$ cat src/rtl/reset_sequencer_pkg.sv
// reset_sequencer_pkg: state encoding and widths shared by the reset sequencer.
// Rev 1.0
`default_nettype none

package reset_sequencer_pkg;

  typedef enum logic [2:0] {
    ST_HOLD      = 3'd0,
    ST_WAIT_LOCK = 3'd1,
    ST_REL_AXIL  = 3'd2,
    ST_REL_CORE  = 3'd3,
    ST_REL_AXIS  = 3'd4,
    ST_RUN       = 3'd5
  } state_t;

  localparam int CNT_W      = 16;
  localparam int LOSS_CNT_W = 16;

endpackage

`default_nettype wire

$ cat src/rtl/reset_sequencer_sync_2ff.sv
// sync_2ff: two-flop single-bit synchronizer, asynchronous active-low reset.
// Rev 1.0
`default_nettype none

module sync_2ff (
  input  logic clk,
  input  logic rst_n,
  input  logic d,
  output logic q
);

  logic r_meta;
  logic r_sync;

  always_ff @(posedge clk or negedge rst_n) begin
    if (!rst_n) begin
      r_meta <= 1'b0;
      r_sync <= 1'b0;
    end else begin
      r_meta <= d;
      r_sync <= r_meta;
    end
  end

  assign q = r_sync;

endmodule

`default_nettype wire

$ cat src/rtl/reset_sequencer.sv
// reset_sequencer: staged, lock-qualified release of AXI-Lite, core and AXI-Stream resets.
// Rev 1.0
`default_nettype none

module reset_sequencer
  import reset_sequencer_pkg::*;
#(
  parameter int HOLD_CYCLES        = 200,
  parameter int LOCK_STABLE_CYCLES = 1024,
  parameter int STAGE_DELAY        = 64,
  parameter int CNT_WIDTH          = CNT_W
) (
  input  logic                  sys_clk,
  input  logic                  sys_reset_n,
  input  logic                  mmcm_locked,
  input  logic                  soft_reset,
  output logic                  axil_resetn,
  output logic                  core_resetn,
  output logic                  axis_resetn,
  output logic                  seq_done,
  output logic [2:0]            seq_state,
  output logic [LOSS_CNT_W-1:0] lock_loss_count
);

  localparam logic [CNT_WIDTH-1:0] C_HOLD_LAST  = CNT_WIDTH'(HOLD_CYCLES - 1);
  localparam logic [CNT_WIDTH-1:0] C_LOCK_LAST  = CNT_WIDTH'(LOCK_STABLE_CYCLES - 1);
  localparam logic [CNT_WIDTH-1:0] C_STAGE_LAST = CNT_WIDTH'(STAGE_DELAY - 1);

  state_t                r_state;
  state_t                w_state_next;
  logic [CNT_WIDTH-1:0]  r_cnt;
  logic [CNT_WIDTH-1:0]  w_cnt_next;
  logic                  r_started;
  logic                  w_lock_s;
  logic                  w_lock_loss;

  sync_2ff u_lock_sync (
    .clk   (sys_clk),
    .rst_n (sys_reset_n),
    .d     (mmcm_locked),
    .q     (w_lock_s)
  );

  assign w_lock_loss = !w_lock_s &&
                       (r_state inside {ST_REL_AXIL, ST_REL_CORE, ST_REL_AXIS, ST_RUN});

  // The first edge after reset release is the HOLD entry edge, so HOLD spans full cycles.
  always_comb begin
    w_state_next = r_state;
    w_cnt_next   = r_cnt + 1'b1;
    if (!r_started) begin
      w_state_next = ST_HOLD;
      w_cnt_next   = '0;
    end else if (soft_reset) begin
      w_state_next = ST_HOLD;
      w_cnt_next   = '0;
    end else if (w_lock_loss) begin
      w_state_next = ST_WAIT_LOCK;
      w_cnt_next   = '0;
    end else begin
      case (r_state)
        ST_HOLD: begin
          if (r_cnt == C_HOLD_LAST) begin
            w_state_next = ST_WAIT_LOCK;
            w_cnt_next   = '0;
          end
        end
        ST_WAIT_LOCK: begin
          if (!w_lock_s) begin
            w_cnt_next = '0;
          end else if (r_cnt == C_LOCK_LAST) begin
            w_state_next = ST_REL_AXIL;
            w_cnt_next   = '0;
          end
        end
        ST_REL_AXIL: begin
          if (r_cnt == C_STAGE_LAST) begin
            w_state_next = ST_REL_CORE;
            w_cnt_next   = '0;
          end
        end
        ST_REL_CORE: begin
          if (r_cnt == C_STAGE_LAST) begin
            w_state_next = ST_REL_AXIS;
            w_cnt_next   = '0;
          end
        end
        ST_REL_AXIS: begin
          w_state_next = ST_RUN;
          w_cnt_next   = '0;
        end
        ST_RUN: begin
          w_cnt_next = '0;
        end
        default: begin
          w_state_next = ST_HOLD;
          w_cnt_next   = '0;
        end
      endcase
    end
  end

  always_ff @(posedge sys_clk or negedge sys_reset_n) begin
    if (!sys_reset_n) begin
      r_state         <= ST_HOLD;
      r_cnt           <= '0;
      r_started       <= 1'b0;
      axil_resetn     <= 1'b0;
      core_resetn     <= 1'b0;
      axis_resetn     <= 1'b0;
      seq_done        <= 1'b0;
      lock_loss_count <= '0;
    end else begin
      r_started   <= 1'b1;
      r_state     <= w_state_next;
      r_cnt       <= w_cnt_next;
      axil_resetn <= w_state_next inside {ST_REL_AXIL, ST_REL_CORE, ST_REL_AXIS, ST_RUN};
      core_resetn <= w_state_next inside {ST_REL_CORE, ST_REL_AXIS, ST_RUN};
      axis_resetn <= w_state_next inside {ST_REL_AXIS, ST_RUN};
      seq_done    <= (w_state_next == ST_RUN);
      if (w_lock_loss && (lock_loss_count != {LOSS_CNT_W{1'b1}})) begin
        lock_loss_count <= lock_loss_count + 1'b1;
      end
    end
  end

  assign seq_state = r_state;

endmodule

`default_nettype wire

$ cat config.mk
export PLATFORM = sky130hd
export DESIGN_NAME = reset_sequencer
export DESIGN_NICKNAME = d
export VERILOG_FILES = /design/src/rtl/reset_sequencer_pkg.sv /design/src/rtl/reset_sequencer_sync_2ff.sv /design/src/rtl/reset_sequencer.sv
export SDC_FILE = /design/constraint.sdc
export NUM_CORES = 1
export LEC_CHECK = 0
export ABC_AREA = 1
export BUFFER_PORTS_ARGS = -buffer_cell sky130_fd_sc_hd__buf_4
export CORE_MARGIN = 4
export CORE_UTILIZATION = 60
export CTS_BUF_LIST = sky130_fd_sc_hd__clkbuf_4 sky130_fd_sc_hd__clkbuf_8
export DETAILED_ROUTE_END_ITERATION = 12
export PLACE_DENSITY = 0.83
export SETUP_SLACK_MARGIN = 0.5
export SLEW_MARGIN = 20
export SYNTH_ARGS = -nofsm -noshare
export SYNTH_HDL_FRONTEND = slang
export SYNTH_HIERARCHICAL = 1
export SYNTH_SLANG_ARGS = --single-unit
$ cat constraint.sdc
create_clock -name sys_clk -period 2.2 [get_ports sys_clk]
set_input_delay 0 -clock sys_clk [delete_from_list [all_inputs] [get_ports sys_clk]]
set_output_delay 0 -clock sys_clk [all_outputs]
set_load 0.03 [all_outputs]
Word-level counts from Yosys, hierarchy flattened
Cells that the tools add are included.
Operators by class
  $add $sub $neg: 2
  equal/unequal tests: 13
  multiplexer cells: 17
  reduce and logical (&&, ||, !) cells: 9
Operators by type and width (count)
  $mux 16: 7
  $pmux 16 s3: 1
  $add 16x1->16 const B: 2
  $mux 3: 8
  $pmux 3 s6: 1
  $eq 16x10->1 const B: 1
  $eq 16x6->1 const B: 1
  $eq 16x8->1 const B: 1
  $ne 16x16->1 const B: 1
  $eq 3x2->1 const B: 4
  $eq 3x3->1 const B: 4
  $reduce_bool 4->1: 2
  $eq 3x1->1 const B: 1
  $logic_not 3->1: 1
  $reduce_bool 3->1: 1
  $logic_and 1x1->1: 2
  $reduce_bool 2->1: 1
  $reduce_or 2->1: 1
  $logic_not 1->1: 1
Word-level totals
  register bits after elaboration: 42
  input bits: 4
  output and inout bits: 23
  logic and storage cells: 51

Depth between registers and ports, before layout
  word-level depth: 9
  depth in mapped cells: 11
  gate-level depth less buffers: 10

Hierarchy
Netlist, hierarchy kept.
By module, submodules not included
  reset_sequencer: instances 1, cells each 246, area an instance 2133.3 um2
  sync_2ff: instances 1, cells each 2, area an instance 50.0 um2

Least setup slack after synthesis
No wires, ideal clock.
  kind: register to register
  start: register lock_loss_count[0]
  end: register lock_loss_count[14]
  setup time: 0.133 ns
  arrival: 1.577 ns
  data required time: 2.067 ns
  slack: 0.489 ns
  stages on the path, launching flop included: 10
  buffers on the path: 1
  clock period less this slack: 1.711 ns
  cells stage by stage: dfrtp_1 ha_1 nand3_1 inv_1 nand4_1 nand2_2 buf_6 nor2_4 nand4_2 xnor2_1
Between the ends
  word-level cells in the longest chain between the ends: 2
  elaborated cells on any way between the ends: 3
  those cells by class: add/sub: 1; eq/ne: 1; reduce/logical: 1
Ends and longest elaborated chain
  from (decl): RTL line reset_sequencer.sv:22  | output logic [LOSS_CNT_W-1:0] lock_loss_count
  from (signal assigned): RTL line reset_sequencer.sv:122  | lock_loss_count <= lock_loss_count + 1'b1;
  branches (longest 2 deep; another with $add 16x1->16)
Parallel ways; which one is timed is not known.
A chain may end at the register's enable or synchronous reset.

Worst setup path in the final report
  start: register lock_loss_count[0]
  end: register lock_loss_count[7]
The elaborated chain is that of the path after synthesis.

==> flow_metrics.tcl <==
set metrics [dict create \
    status "finished clean" \
    worst_hold_path_type "in -> async" \
    place_congestion 0.884 \
    die_area_um2 4670 \
    worstSetupPathType "reg -> reg" \
    max_freq_ghz 0.619 \
    ctsLongestPathBuffers 2 \
    final_cells 337 \
    placementRows 21 \
    fin_ws_ps 585 \
    dr.pass1.iters 4 \
    slew_viol_final 0 \
    drt.antenna.violating_nets 0 \
    cts_made_buffers 5 \
    via_per_inst 5.31 \
    reg2reg_to "lock_loss_count[7]" \
    clock_latency_ps 350 \
    port_buffers 26 \
    end_kind "register" \
    start_util 0.639 \
    grt_pass1_wl_um 7350 \
    grt_max_degree 43 \
    fp.coreArea_um2 3420 \
    finalSetupTns_ps 0 \
    htreeDepth 2 \
    dp_cells 318 \
    leakagePower_nw 1.29 \
    dp_hpwl_um 2910 \
    yosysUniqueCellTypes 32 \
    gr-total-overflow 0 \
    syn_avg_cell_area_um2 8.80 \
    nNetsFinal 296 \
    power_density_nw_per_um2 493 \
    syn_inst 248 \
    final_cell_mix "nand2_1 (46), dfrtp_1 (40), buf_4 (33)" \
    cp-endpoint "lock_loss_count[7]" \
    vias 1790 \
    tightest_slew_ps 512 \
    die_h_um 68.3 \
    rsz0062_at_grt "true" \
    preCtsSetupSlack_ps 400 \
    clock-sinks 42 \
    wl_per_cell_um 13.2 \
    maxCapViolCount 0 \
    syn_area_um2 2180 \
    yosys_warnings 6 \
    post-route-period-util 0.734 \
    io_pins 27 \
    clk_pin_slew_ps 130 \
    area_growth_pct 23.3 \
    reg2reg_from "lock_loss_count[0]" \
    diodes 0 \
    finClkSkew_ps 15.8 \
    ys_seq_area_frac 0.481 \
    final_common_cell "nand2_1" \
    r2r_slack_ps 590 \
    ir_worst_vdd_mv 0.420 \
    antenna_found_initial 0 \
    final-hold-violation-count 0 \
    synth_nets 254 \
    clock_tree.root_cell "clkbuf_4" \
    wirelength_um 4460 \
    ys_seq_elements 42 \
    drive_above_1_share 0.285 \
    route.detailed.drc 0 \
    reg2reg_depth 8 \
    required_ps 2440 \
    setup_viol 0 \
    path_max_fanout 8 \
    power_mw 1.33 \
    slew_headroom 0.659 \
    worstPathArrival_ps 1860 \
    die_x_um 68.3 \
    period_minus_slack_ps 1610 \
    cts_tree "yes" \
    start_kind "register" \
    dr.first_iter.drc_count 102 \
    startpoint "lock_loss_count[0]" \
    grt_usage 0.207 \
    first_global_vias 1755 \
]
-- critical path: stages (launching register included) --
cell and delay [ps]:
dfrtp_2 450, ha_2 210, nand3_2 100, inv_1 60, nand4_1 130, nand2_4 130, nor3_4 170, nand3_1 120
xor2_1 150
-- final cells by class --
type | count | area [um^2]
inverters | 34 | 128
flip-flops and latches | 42 | 1050
repair buffers | 36 | 278
fillers | 214 | 724
well taps | 46 | 57.6
clock buffers | 7 | 52.6
multi-input cells | 171 | 1090
clock inverters | 1 | 30.0
-- stage by stage --
step                      area, um^2  utilization  hold WS [ps]
after floorplan                 2180            -          -296
after global placement          2410        0.707          10.3
after detailed placement        2410        0.707          13.2
after CTS                       2570        0.751           163
after global routing            2690        0.788           177
final                           2690        0.788           141
-- repair_timing --
action                                  in CTS  in global routing
pin swaps                                    2                  7
endpoints found under the hold margin       46                  0
cloned                                       0                  1
endpoints found under the setup margin       2                 23
hold buffers                                 3                  0
resized for setup                            3                 18
buffers inserted                             3                  4
-- flip-flops by register name (all words and copies together), names as in the netlist --
| name | count |
|---|---|
| u_lock_sync/r_meta | 1 |
| r_started | 1 |
| axis_resetn | 1 |
| u_lock_sync/q | 1 |
| r_cnt | 16 |
| axil_resetn | 1 |
| core_resetn | 1 |
| seq_done | 1 |
| lock_loss_count | 16 |
| seq_state | 3 |
-- cell families after synthesis --
logic type | share of synthesized area
and+or+nand+nor | 0.321
DFF | 0.481
buffers and inverters | 0.0688
xor gates and xnor gates | 0.0802
AOI/OAI and AO/OA | 0.0355
adders and majority gates | 0.0115
other | 0.00172
-- power breakdown --
group,switching (mW),leakage [nW],internal (mW),total [mW]
sequential,0.00409,0.576,0.776,0.780
combinational,0.0271,0.663,0.0119,0.0390
clock,0.241,0.0463,0.266,0.507
-- worst min path at each step --
stage | start | end | slack (ps) | depth (start not counted)
global placement | sys_reset_n | lock_loss_count[6] | 10 | 1
floorplan | sys_reset_n | axil_resetn | -300 | 0
detailed placement | sys_reset_n | r_cnt[1] | 10 | 1
finish | sys_reset_n | r_cnt[3] | 140 | 2
CTS | sys_reset_n | r_cnt[3] | 160 | 2
global route | sys_reset_n | r_cnt[3] | 180 | 2
-- cells in the mapped netlist --
library cell | number | share of area
ha_1 | 2 | 0.011
dfrtp_1 | 42 | 0.48
nor2_4 | 4 | 0.021
o21bai_1 | 2 | 0.0069
a21o_1 | 1 | 0.0034
conb_1 | 1 | 0.0017
nor2_2 | 3 | 0.0086
nor3_2 | 3 | 0.014
nand4_2 | 1 | 0.0057
nor3_1 | 7 | 0.016
a211oi_2 | 1 | 0.0057
a21oi_2 | 1 | 0.0040
nand2_1 | 48 | 0.083
nand2_2 | 4 | 0.011
o21ai_0 | 4 | 0.0092
nand2_4 | 1 | 0.0052
nor2_1 | 31 | 0.053
inv_1 | 31 | 0.053
xor2_1 | 12 | 0.048
buf_6 | 2 | 0.010
a31oi_1 | 1 | 0.0029
nor4_1 | 2 | 0.0057
nand3_1 | 13 | 0.030
nor4_2 | 2 | 0.011
xnor2_1 | 8 | 0.032
or2_2 | 1 | 0.0029
inv_2 | 3 | 0.0052
nor3b_1 | 3 | 0.010
nand3_2 | 2 | 0.0092
o211ai_1 | 1 | 0.0034
nand4_1 | 10 | 0.029
nor3b_2 | 1 | 0.0057
-- per-layer routing --
layer | part of all wire | routed length (um) | up-vias | GRT usage
met5 | 0 | 0 | - | 0
met4 | 0.013 | 58 | 0 | 0.0819
met3 | 0.047 | 209 | 7 | 0.0525
met2 | 0.48 | 2150 | 45 | 0.336
met1 | 0.46 | 2040 | 867 | 0.266
li1 | - | - | 871 | -
(Power assumes the default switching activity.)
